[config.mk]
export PLATFORM = sky130hd
export DESIGN_NAME = tx_byte_scheduler
export DESIGN_NICKNAME = d
export VERILOG_FILES = /design/src/rtl/tx_byte_scheduler.sv
export SDC_FILE = /design/constraint.sdc
export NUM_CORES = 1
export LEC_CHECK = 0
export ABC_AREA = 1
export CORE_UTILIZATION = 45
export DETAILED_ROUTE_END_ITERATION = 7
export GPL_TIMING_DRIVEN = 0
export PLACE_DENSITY = 0.63
export SLEW_MARGIN = 40
export SYNTH_ARGS = -nofsm -noshare
export SYNTH_HDL_FRONTEND = slang
export SYNTH_SLANG_ARGS = --single-unit
[constraint.sdc]
create_clock -name clk -period 2.3 [get_ports clk]
set_clock_uncertainty 0.1 [all_clocks]
set_input_delay 0.345 -clock clk [delete_from_list [all_inputs] [get_ports clk]]
set_output_delay 0.345 -clock clk [all_outputs]
set_load 0.02 [all_outputs]
[src/rtl/tx_byte_scheduler.sv]
// tx_byte_scheduler: circular byte queue that feeds a UART transmitter through a
// start/busy handshake. It retries a start the UART did not accept and enforces an idle gap between bytes.
module tx_byte_scheduler #(
  parameter int ADDR_W     = 3,
  parameter int GAP_CYCLES = 16,
  parameter int BUSY_TO    = 64
) (
  input  logic              clk,
  input  logic              rst,
  input  logic              wr_en,
  input  logic [7:0]        buf_in,
  output logic              buf_full,
  output logic              buf_empty,
  output logic [ADDR_W:0]   fifo_counter,
  output logic              overflow,
  input  logic              TxD_busy,
  output logic              TxD_start,
  output logic [7:0]        TxD_data
);

  localparam int DEPTH   = 1 << ADDR_W;
  localparam int GAP_W   = (GAP_CYCLES > 1) ? $clog2(GAP_CYCLES) : 1;
  localparam int TO_W    = (BUSY_TO > 1) ? $clog2(BUSY_TO) : 1;
  localparam bit HAS_GAP = (GAP_CYCLES > 0);

  localparam logic [ADDR_W:0]   CNT_ZERO = (ADDR_W+1)'(0);
  localparam logic [ADDR_W:0]   CNT_ONE  = (ADDR_W+1)'(1);
  localparam logic [ADDR_W:0]   CNT_FULL = (ADDR_W+1)'(DEPTH);
  localparam logic [ADDR_W-1:0] PTR_ZERO = ADDR_W'(0);
  localparam logic [ADDR_W-1:0] PTR_ONE  = ADDR_W'(1);
  localparam logic [TO_W-1:0]   TO_ZERO  = TO_W'(0);
  localparam logic [TO_W-1:0]   TO_ONE   = TO_W'(1);
  localparam logic [TO_W-1:0]   TO_LAST  = TO_W'(BUSY_TO - 1);
  localparam logic [GAP_W-1:0]  GAP_ZERO = GAP_W'(0);
  localparam logic [GAP_W-1:0]  GAP_ONE  = GAP_W'(1);
  localparam logic [GAP_W-1:0]  GAP_LAST = GAP_W'(GAP_CYCLES - 1);

  typedef enum logic [2:0] {
    ST_IDLE    = 3'd0,
    ST_LOAD    = 3'd1,
    ST_START   = 3'd2,
    ST_WAIT_HI = 3'd3,
    ST_WAIT_LO = 3'd4,
    ST_GAP     = 3'd5
  } state_t;

  logic [7:0]        mem_r [DEPTH];
  logic [ADDR_W-1:0] wr_ptr_r;
  logic [ADDR_W-1:0] rd_ptr_r;
  logic [ADDR_W:0]   count_r;
  logic [ADDR_W:0]   count_next_s;
  logic              full_r;
  logic              empty_r;
  logic              overflow_r;
  logic              push_s;
  logic              pop_s;
  logic              drop_s;
  state_t            state_r;
  state_t            state_next_s;
  logic [TO_W-1:0]   to_cnt_r;
  logic [TO_W-1:0]   to_cnt_next_s;
  logic [GAP_W-1:0]  gap_cnt_r;
  logic [GAP_W-1:0]  gap_cnt_next_s;
  logic              tx_start_r;
  logic [7:0]        tx_data_r;

  // A full queue still takes a push when the same cycle pops, since a slot frees up.
  assign pop_s  = (state_r == ST_LOAD);
  assign push_s = wr_en && (!full_r || pop_s);
  assign drop_s = wr_en && full_r && !pop_s;

  // Occupancy for the next cycle.
  always_comb begin
    count_next_s = count_r;
    if (push_s && !pop_s) begin
      count_next_s = count_r + CNT_ONE;
    end else if (pop_s && !push_s) begin
      count_next_s = count_r - CNT_ONE;
    end else begin
      count_next_s = count_r;
    end
  end

  // Queue pointers, occupancy, registered flags and sticky overflow.
  always_ff @(posedge clk or posedge rst) begin
    if (rst) begin
      wr_ptr_r   <= PTR_ZERO;
      rd_ptr_r   <= PTR_ZERO;
      count_r    <= CNT_ZERO;
      full_r     <= 1'b0;
      empty_r    <= 1'b1;
      overflow_r <= 1'b0;
    end else begin
      if (push_s) wr_ptr_r <= wr_ptr_r + PTR_ONE;
      if (pop_s) rd_ptr_r <= rd_ptr_r + PTR_ONE;
      if (drop_s) overflow_r <= 1'b1;
      count_r <= count_next_s;
      full_r  <= (count_next_s == CNT_FULL);
      empty_r <= (count_next_s == CNT_ZERO);
    end
  end

  // Byte storage; contents need no reset because the pointers qualify them.
  always_ff @(posedge clk) begin
    if (push_s) mem_r[wr_ptr_r] <= buf_in;
  end

  // Next-state logic for the transmit sequencer and its two counters.
  always_comb begin
    state_next_s   = state_r;
    to_cnt_next_s  = to_cnt_r;
    gap_cnt_next_s = gap_cnt_r;
    case (state_r)
      // Next occupancy is used so that a push into an empty queue loads on the following cycle.
      ST_IDLE: begin
        if ((count_next_s != CNT_ZERO) && !TxD_busy) state_next_s = ST_LOAD;
        else state_next_s = ST_IDLE;
      end
      ST_LOAD: state_next_s = ST_START;
      ST_START: begin
        to_cnt_next_s = TO_ZERO;
        state_next_s  = ST_WAIT_HI;
      end
      ST_WAIT_HI: begin
        if (TxD_busy) state_next_s = ST_WAIT_LO;
        else if (to_cnt_r == TO_LAST) state_next_s = ST_START;
        else to_cnt_next_s = to_cnt_r + TO_ONE;
      end
      ST_WAIT_LO: begin
        if (!TxD_busy) begin
          gap_cnt_next_s = GAP_ZERO;
          if (HAS_GAP) state_next_s = ST_GAP;
          else state_next_s = ST_IDLE;
        end else begin
          state_next_s = ST_WAIT_LO;
        end
      end
      ST_GAP: begin
        if (gap_cnt_r == GAP_LAST) begin
          gap_cnt_next_s = GAP_ZERO;
          state_next_s   = ST_IDLE;
        end else begin
          gap_cnt_next_s = gap_cnt_r + GAP_ONE;
        end
      end
      default: state_next_s = ST_IDLE;
    endcase
  end

  // Sequencer state plus registered UART outputs; the start strobe is aligned with START.
  always_ff @(posedge clk or posedge rst) begin
    if (rst) begin
      state_r    <= ST_IDLE;
      to_cnt_r   <= TO_ZERO;
      gap_cnt_r  <= GAP_ZERO;
      tx_start_r <= 1'b0;
      tx_data_r  <= 8'h00;
    end else begin
      state_r    <= state_next_s;
      to_cnt_r   <= to_cnt_next_s;
      gap_cnt_r  <= gap_cnt_next_s;
      tx_start_r <= (state_next_s == ST_START);
      if (pop_s) tx_data_r <= mem_r[rd_ptr_r];
    end
  end

  assign buf_full     = full_r;
  assign buf_empty    = empty_r;
  assign fifo_counter = count_r;
  assign overflow     = overflow_r;
  assign TxD_start    = tx_start_r;
  assign TxD_data     = tx_data_r;

endmodule

* Word level (Yosys, flattened, before mapping)
Memories as Yosys holds them, arrays and structs flattened. A register that Yosys moved wholly into a read port is not among the register bits.
Cells that the tools add are included.
** Storage, ports and cells
- Register bits after elaboration :: 27
- Memory bits (writable) :: 64
- Output and inout port bits :: 16
- Word-level logic and storage cells :: 63
- Memories :: 1
** Memories
- mem_r :: words 8, width 8, read ports 1, clocked after memory_dff 1, wr ports 1, line 47 : logic [7:0] mem_r [DEPTH];
** Operators by class
- $add $sub $neg :: 6
- Equal/unequal tests :: 12
- Multiplexer cells :: 16
- Reductions and logical operators :: 18
** Operators by type and width (count)
- case mux 3 bit (6 select lines) :: 1
- two-way mux 4 bit :: 4
- two-way mux 6 bit :: 2
- case mux 6 bit (2 select lines) :: 1
- equality test 3 x 2 -> 1 bit, second input constant :: 3
- two-way mux 3 bit :: 3
- adder 4 x 1 -> 4 bit, second input constant :: 2
- equality test 4 bit, second input constant :: 2
- case mux 4 bit (2 select lines) :: 1
- adder 3 x 1 -> 3 bit, second input constant :: 2
- adder 6 x 1 -> 6 bit, second input constant :: 1
- equality test 3 bit, second input constant :: 2
- equality test 6 bit, second input constant :: 1
- logical AND 1 bit :: 6
- inequality test 2 bit, second input constant :: 3
- zero test 1 bit :: 4
- zero test 4 bit :: 1
- two-way mux 1 bit :: 4
- nonzero test 2 bit :: 2
- nonzero test 4 bit :: 1
- subtractor 4 x 1 -> 4 bit, second input constant :: 1
- equality test 3 x 1 -> 1 bit, second input constant :: 1
- zero test 3 bit :: 1
- AND reduction 3 bit :: 1
- other kinds (2) :: 2

* Depth between registers and ports, before layout
- Word-level depth :: 12
- Gate-level depth with buffers :: 11
- Mapped depth without buffers :: 11

* Worst setup path before layout
OpenSTA, ideal clock, no wires.
- Path type :: register to register
- Start point :: reg state_r[2]
- End point :: mem mem_r[4][0], enable pin
- Arrival time :: 1.540 ns
- Required time :: 1.830 ns
- Slack :: 0.290 ns
- Stages on the path, launching flop included :: 7
- Cell sequence :: dfrtp_1 inv_2 nand3_4 a21oi_2 inv_1 or2_1 nor2_1
** On the way
- Cells in the longest elaborated chain, start to end :: 5
** RTL lines
- from (decl) :: line 58 : state_t state_r;
- from (signal assigned) :: line 159 : state_r <= state_next_s;
- equality test 3 x 1 -> 1 bit :: line 68 : assign pop_s = (state_r == ST_LOAD);
- logical OR 1 bit :: line 69 : assign push_s = wr_en && (!full_r || pop_s);
- logical AND 1 bit :: line 69
- two-way mux 1 bit :: line 105 : if (push_s) mem_r[wr_ptr_r] <= buf_in;
- two-way mux 1 bit (implied by the code) :: line 105
- to (decl) :: line 47
Every way passes these cells.

* Final worst setup path
- Start point :: reg state_r[2]
- End point :: mem mem_r[7][6], enable pin
Same word-level chain as after synthesis.

==> results_dict.tcl <==
set metrics [dict create \
    synth_edf_count 64 \
    grt_pass1_vias 2684 \
    grt_max_degree 36 \
    post-route-cell-area_um2 4900 \
    final_antenna_net_count 0 \
    grt_pass1_wl_mm 13.8 \
    hold_slack_ns 0.245 \
    gp_congestion 0.779 \
    boundaryPins 28 \
    synth_seq_area_share_pct 66.4 \
    hold_class "in2async" \
    fmax_mhz 453 \
    setup_violations 0 \
    peakVddDrop_mv 0.468 \
    final_cell_mix "edfxtp_1 (64), nand2_1 (55), nor2_1 (44)" \
    r2r-start "state_r[2]$_DFF_PP0_" \
    final_layout_size_suffix_gt1_share_pct 11.8 \
    die_h_um 98.8 \
    setup_ws_ns 0.0944 \
    fillCellCount 762 \
    num_antenna_cells 0 \
    grt_usage_pct 18.8 \
    clk_pin_slew_ns 0.11 \
    cp_top_family "simple AND/OR/NAND/NOR gates" \
    fin_util_pct 55.1 \
    startpoint_type "flip-flop" \
    viasPerCell 5.50 \
    syn_to_final_growth_pct 16.2 \
    ff_latch_area_um2 2800 \
    tightest_slew_ns 0.760 \
    place_area_um2 4620 \
    cp-startpoint "state_r[2]$_DFF_PP0_" \
    finalMaxSlewViolations 0 \
    die_area_um2 9760 \
    async_flop_share_pct 35.4 \
    totalWireLength_mm 8.44 \
    synth-seq-cells 99 \
    crit_arrival_ns 2.10 \
    crit_type "reg2reg" \
    cts_tree "built" \
    multiInputGateArea_um2 1290 \
    hpwlAfterDp_mm 5.63 \
    rsz0062_at_grt "true" \
    synth_cell_types 35 \
    finalCriticalPeriod_ns 2.21 \
    ctsHoldBuffers 0 \
    synthTopCellsByArea "edfxtp_1 (46%), dfrtp_1 (20%), nand2_1 (4.9%)" \
    p_per_area_nw_per_um2 1290 \
    dr.pass1.iters 4 \
    cts_sinks 99 \
    synth_top_area_share_pct 45.6 \
    die_width_um 98.8 \
    cts.htree.levels 3 \
    avgSynthCellArea_um2 11.4 \
    crit_buf_inv 1 \
    required_ns 2.19 \
    grt_overflow_total 0 \
    post-place-ws_ns -0.469 \
    final_common_cell "edfxtp_1" \
    antenna_found_initial 0 \
    worstSkewPairLatency_ns 0.36 \
    max_stage_delay_ns 0.61 \
    drc 0 \
    drtIter0Drc 128 \
    syn_inst 370 \
    slew-limit-headroom_pct 49.2 \
    start_util_pct 47.4 \
    layout.nets 427 \
    numCtsBuffers 9 \
    min_period_over_period_pct 95.9 \
    hold_viol 0 \
    syn_area_um2 4210 \
    cts_root_buffer "clkbuf_8" \
    power_leakage_nw 1.86 \
    ys_warn_count 0 \
    drv_cap 0 \
    slowest_stage "nor2_1" \
    ys.flop_type "edfxtp_1" \
    place_inst 505 \
    wl_per_cell_um 16.2 \
    io_buffers 27 \
    crit_chain "inv_2 -> nand3_4 -> a21oi_4 -> nand2_1 -> nor2_1" \
    num_vias 2873 \
    core_um2 8890 \
    status "finished, final reports clean" \
    clockBufferDepth 2 \
    syn_nets 388 \
    end_kind "flip-flop" \
    fin_cells 522 \
    cp_max_fo 8 \
    yosys.area.top_type "edfxtp_1" \
    core.rowCount 34 \
]
==> layout make-up <==
cell class | count | area share (%)
Sequential cell | 99 | 57.1
Multi-Input combinational cell | 230 | 26.4
Clock buffer | 9 | 2.53
Tap cell | 108 | 2.76
Timing Repair Buffer | 28 | 5.93
Buffer | 12 | 1.10
Clock inverter | 7 | 1.86
Inverter | 29 | 2.25
==> per-layer routing <==
metal  global-route usage [%]  vias up  wire length [um]
met5                        0        -                 0
li1                         -     1376                 -
met1                     27.9     1395              4150
met4                     8.04        0               125
met2                     27.7       92              3680
met3                     2.62       10               482
==> report_power, final <==
part	switching (mW)	total, mW	internal, mW	leakage, nW
logic	1.60	2.51	0.903	0.735
clock network	0.657	1.19	0.529	0.105
registers	0.286	2.62	2.33	1.02
==> worst register-to-register path, stage by stage (launching register included) <==
cell	delay, ns
dfrtp_1	0.47
inv_2	0.15
nand3_4	0.13
a21oi_4	0.21
nand2_1	0.16
nor2_1	0.62
==> through the flow <==
step	power (mW)	setup TNS (ns)
final	6.31	0
after global routing	6.73	-0.519
after CTS	6.28	0
after detailed placement	5.08	-22.57
after global placement	5.03	-23.53
after floorplan	4.25	0
==> flip-flops by register name (all words and copies together), names as in the netlist <==
signal / cells
buf_full: 1
gap_cnt_r: 4
rd_ptr_r: 3
buf_empty: 1
to_cnt_r: 6
fifo_counter: 4
state_r: 3
overflow: 1
TxD_start: 1
mem_r: 64
wr_ptr_r: 3
TxD_data: 8
==> Yosys cell counts, drive strengths merged (3+ instances only) <==
cell    count
edfxtp     64
nand2      60
nor2       54
o21ai      41
dfrtp      34
inv        27
nand3      13
clkbuf      9
o211ai      9
o221ai      8
o22ai       8
a21oi       7
ha          6
xor2        6
nor3        5
nand4       4
buf         3
==> timing repair <==
item,4_1_cts,5_1_grt
buffers inserted,0,1
pin swaps,0,1
endpoints found under the setup margin,40,56
gates resized for setup,5,6
==> final timing paths <==
| kind | end | cells after the start | slack [ns] |
|---|---|---|---|
| max | mem_r[7][6]$_DFFE_PP_ | 5 | 0.09 |
| min | TxD_data[0]$_DFFE_PP0N_ | 2 | 0.25 |
| max reg2reg | mem_r[7][6]$_DFFE_PP_ | 5 | 0.09 |
| min reg2reg | overflow$_DFFE_PP0P_ | 1 | 0.37 |
| max in group asynchronous | to_cnt_r[1]$_DFFE_PP0P_ | 2 | 1.47 |
| min in group clk | overflow$_DFFE_PP0P_ | 1 | 0.37 |
==> kinds of logic (layout without fill, tap and decap cells) <==
kind of cell,after synthesis,after routing,share of synthesized area [%]
adders and majority gates,6,6,1.78
buffers and inverters,41,85,3.86
DFF,99,99,66.4
xor gates and xnor gates,7,7,1.45
AOI/OAI and AO/OA,75,75,11.2
and+or+nand+nor,142,142,15.3
Note: power is estimated with default switching activity, not from simulation.
==> edit 1: new RTL, same settings <==
Reset style: synchronous (`rst`), changed in 2 clocked blocks.
--- a/src/rtl/tx_byte_scheduler.sv
+++ b/src/rtl/tx_byte_scheduler.sv
@@ -82,7 +82,7 @@
   end
 
   // Queue pointers, occupancy, registered flags and sticky overflow.
-  always_ff @(posedge clk or posedge rst) begin
+  always_ff @(posedge clk) begin
     if (rst) begin
       wr_ptr_r   <= PTR_ZERO;
       rd_ptr_r   <= PTR_ZERO;
@@ -148,7 +148,7 @@
   end
 
   // Sequencer state plus registered UART outputs; the start strobe is aligned with START.
-  always_ff @(posedge clk or posedge rst) begin
+  always_ff @(posedge clk) begin
     if (rst) begin
       state_r    <= ST_IDLE;
       to_cnt_r   <= TO_ZERO;
Check against the original RTL: differs if rst is asserted again (counterexample within 4 cycles, from zero or initial values and one cycle with rst high); with rst held inactive, the same outputs for 10 cycles.
==> edit 1 against the original RTL <==
  * Global-route usage rose by 0.32 points
  * Sequential cell count did not move
  * Area after synthesis fell by 3.1%
  * Worst setup slack got worse by 0.094 ns
  * Wire length rose by 1.0%
  * Cell area fell by 3.6%
  * Sequential share of layout area fell by 1.6 points
  * Total power fell by 19%
==> edit 1: results (changes against the original RTL) <==
final hold slack=0.353 ns (was 0.245 ns); Total GRT Usage=19.1% (was 18.8%); GR Layer Usage met2=30.8% (was 27.7%); Post-Syn Nets=404 (was 388); worst slack at placement=-0.446 ns (was -0.469 ns); Max VDD drop=0.510 mV (was 0.468 mV); met3 usage=5.18% (was 2.62%); GR Util met1=25.5% (was 27.9%); Final period util=100% (was 95.9%); Seq/Total Area, Yosys=64.2% (was 66.4%); vias in the first global route=2822 (was 2684); Netlist cell types=36 (was 35); max FFs per register=64 (unchanged); synth cell count leaders=edfxtp_1 (64), nor2_1 (57), nand2_1 (49) (was edfxtp_1 (64), nand2_1 (55), nor2_1 (50)); R2R Setup Slk=0.0005 ns (was 0.09 ns); # nets final=442 (was 427); status=completed (unchanged); Arr. time, crit path=2.21 ns (was 2.10 ns); worst skew pair latency=roughly 0.37 ns; Hold/Removal Path Class=flip-flop to flip-flop (was input pin to asynchronous set/reset pin); gpl congestion=0.781 (was 0.779); FILL cells=772 (was 762); largest net degree at the start of global routing=20 (was 36); worst slew pin tran=0.558 ns (was 0.760 ns); Post-DP HPWL=5.86 mm (was 5.63 mm); share of post-route cells with drive strength above 1=11.4% (was 11.8%); routed vias=2894 (was 2873); DRT iter0 DRCs=126 (was 128); top cells by area, synth=edfxtp_1 (47%), dfxtp_1 (17%), nor2_1 (5.2%) (was edfxtp_1 (46%), dfrtp_1 (20%), nand2_1 (4.9%)); leakage=1.62 nW (was 1.86 nW); DRT Wirelength=8.52 mm (was 8.44 mm); first-pass GRT wire length=14.0 mm (was 13.8 mm)
==> edit 1: changes by cell type in the layout (fill, tap and decap cells not counted), sizes merged, moves of 2 or more <==
cell	unedited run	this run
nand2	60	52
inv	29	34
nor2	54	63
a211oi	0	2
clkbuf	18	20
buf	4	1
o21ai	41	44
nand4	4	2
xor2	6	2
dfxtp	0	35
dfrtp	34	0
a21oi	7	24
==> edit 1: kinds of logic after synthesis <==
family,count (synthesis),share of synthesized area [%]
flops,99,64.2
xor+xnor,4,0.858
simple gates,136,15.3
fa+ha+maj,6,1.84
compound gates,96,13.6
buf+inv,45,4.14
==> edit 1: where the power goes <==
| part | switching (W) | internal [W] | total, W | leakage, nW |
|---|---|---|---|---|
| clock | 0.000673 | 0.000426 | 0.00110 | 0.101 |
| combinational | 0.00113 | 0.000617 | 0.00174 | 0.653 |
| sequential | 0.000166 | 0.00210 | 0.00226 | 0.866 |
==> edit 1: what timing repair did <==
action | in CTS | in global routing
resized for setup | 4 | 8
gates cloned | 0 | 0
endpoints found under the setup margin | 64 | 64
==> edit 1: per-stage QoR <==
stage | area (um2) | power [W] | std cells
finish | 4720 | 0.00510 | 537
floorplan | 4080 | 0.00342 | 386
global placement | 4490 | 0.00398 | 521
global route | 4720 | 0.00539 | 537
CTS | 4690 | 0.00510 | 537
detailed placement | 4490 | 0.00401 | 521
==> edit 1: per-layer routing <==
metal  wire length [um]  vias up
li1                   -     1438
met1               3920     1391
met2               4210       61
met3                339        4
met4                 47        0
met5                  0        -
==> edit 1: worst paths after layout <==
check              startpoint     endpoint  cells after the start
hold reg to reg   to_cnt_r[4]  to_cnt_r[4]                      2
setup / recovery   state_r[0]  mem_r[3][6]                      8
setup reg to reg   state_r[0]  mem_r[3][6]                      8
hold / removal    to_cnt_r[4]  to_cnt_r[4]                      2
==> edit 1: area by class of cell <==
type,instances,share of cell area [%]
plain buffers,12,0.954
clock buffers,9,2.62
clock inverters,7,1.48
inverters,33,2.62
multi-input cells,242,28.2
flip-flops and latches,99,55.5
well taps,108,2.86
repair buffers,27,5.72
==> edit 1: critical path, stage by stage, from the launching register on <==
cell and delay, ns:
dfxtp_1 0.49, nand3_2 0.24, nand2_1 0.11, inv_1 0.05, nor2_1 0.22, inv_2 0.07
nor2_1 0.16, inv_2 0.09, nor2_2 0.41
==> edit 2: new RTL, same settings <==
Made on the original files. `BUSY_TO`: 64 -> 128.
--- a/src/rtl/tx_byte_scheduler.sv
+++ b/src/rtl/tx_byte_scheduler.sv
@@ -3,7 +3,7 @@
 module tx_byte_scheduler #(
   parameter int ADDR_W     = 3,
   parameter int GAP_CYCLES = 16,
-  parameter int BUSY_TO    = 64
+  parameter int BUSY_TO    = 128
 ) (
   input  logic              clk,
   input  logic              rst,
Behaviour: same outputs for any inputs over 10 cycles, from zero or initial values and one cycle with rst high; that may be too few to reach the edited logic, so the function may still have changed.
==> edit 2 against the original RTL <==
  * Critical path type unchanged
  * Die area rose by 0.93%
  * Area after synthesis increased by 0.95%
  * Sequential cell count grew 1
  * Cell area down 0.13%
  * Worst setup slack worse by 0.071 ns
  * Highest routed layer unchanged
  * Total power decreased by 1.9%
  * Wire length rose by 7.7%
==> edit 2: results (changes against the original RTL) <==
status=completed (unchanged); Antenna diodes=0 (unchanged); Met1 Wirelength=4.12 mm (was 4.15 mm); leakage=1.93 nW (was 1.86 nW); CTS H-tree depth=3 (unchanged); Mean Syn Cell Area=11.2 um2 (was 11.4 um2); Hold/Removal Path Class=input pin to asynchronous set/reset pin (unchanged); DRT iter0 DRCs=200 (was 128); worst reg2reg path endpoint=mem_r[0][4] (was mem_r[7][6]); Critical Path Source=state_r[0] (was state_r[2]); GR Layer Usage met2=32.5% (was 27.7%); GR Util met1=27.4% (was 27.9%); Synth Area in Compound Gates=10.9% (was 11.2%); R2R Setup Slk=0.02 ns (was 0.09 ns); first-pass GRT wire length=14.7 mm (was 13.8 mm); worst slack at placement=-0.490 ns (was -0.469 ns); DR WL met3=517 um (was 482 um); share of post-route cells with drive strength above 1=11.3% (was 11.8%); top cells by area, synth=edfxtp_1 (45%), dfrtp_1 (21%), nand2_1 (5.6%) (was edfxtp_1 (46%), dfrtp_1 (20%), nand2_1 (4.9%)); Total GRT Usage=20.0% (was 18.8%); met3 usage=2.46% (was 2.62%); FILL cells=829 (was 762); final hold slack=0.154 ns (was 0.245 ns); Tmin final=2.28 ns (was 2.21 ns); synth cell count leaders=edfxtp_1 (64), nand2_1 (63), nor2_1 (53) (was edfxtp_1 (64), nand2_1 (55), nor2_1 (50)); initial antenna violation count=0 (unchanged); Post-DP HPWL=6.05 mm (was 5.63 mm); IO Port Bufs=27 (unchanged); gpl congestion=0.833 (was 0.779); Post-DP Area=0.00470 mm2 (was 0.00462 mm2); Synth Area in Adders=1.76% (was 1.78%); # nets final=438 (was 427); switching power=0.00255 W (about the same); CP peak stage delay=0.48 ns (was 0.61 ns); DRT Wirelength=9.08 mm (was 8.44 mm); Post-synth ARST share=36.0% (was 35.4%); met2 wire len=4.33 mm (was 3.68 mm); Num CTS Buffers=9 (unchanged); mux share of post-synthesis cell area=0% (unchanged); Cell Area, Synth=0.00425 mm2 (was 0.00421 mm2); Arr. time, crit path=2.18 ns (was 2.10 ns); final std cells w/o fill=536 (was 522); Avg Vias per Cell=5.28 (was 5.50); XOR/XNOR Fraction of Synth Area=1.44% (was 1.45%); R2R depth=7 (was 5); clock-pin slew on the worst setup and hold paths=0.11 ns (about the same); Critical-path top delay cell=nor2_2 (was nor2_1); Max VDD drop=0.475 mV (was 0.468 mV); worst slew pin tran=0.644 ns (was 0.760 ns); Seq/Total Area, Yosys=66.4% (about the same); Placed Cells=520 (was 505); largest net degree at the start of global routing=24 (was 36); Post-Syn Nets=399 (was 388)
==> edit 2: power groups by stage <==
stage                     Clock [W]  Combinational (W)  Sequential [W]
after floorplan                   0            0.00149         0.00278
after global placement            0            0.00241         0.00268
after detailed placement          0            0.00250         0.00269
after CTS                   0.00107            0.00251         0.00266
after global routing        0.00113            0.00280         0.00271
final                       0.00105            0.00249         0.00265
==> edit 2: final cells by class <==
| class | count | area [um2] | share of cell area [%] |
|---|---|---|---|
| clock buffers | 9 | 124 | 2.53 |
| flip-flops and latches | 100 | 2820 | 57.7 |
| clock inverters | 7 | 57.6 | 1.18 |
| well taps | 111 | 139 | 2.84 |
| inverters | 35 | 131 | 2.69 |
| plain buffers | 11 | 42.5 | 0.870 |
| multi-input cells | 235 | 1280 | 26.1 |
| repair buffers | 28 | 298 | 6.09 |
==> edit 2: timing repair <==
item,4_1_cts,5_1_grt
pin swaps,0,0
endpoints found under the hold margin,0,0
endpoints found under the setup margin,24,32
resized for setup,3,0
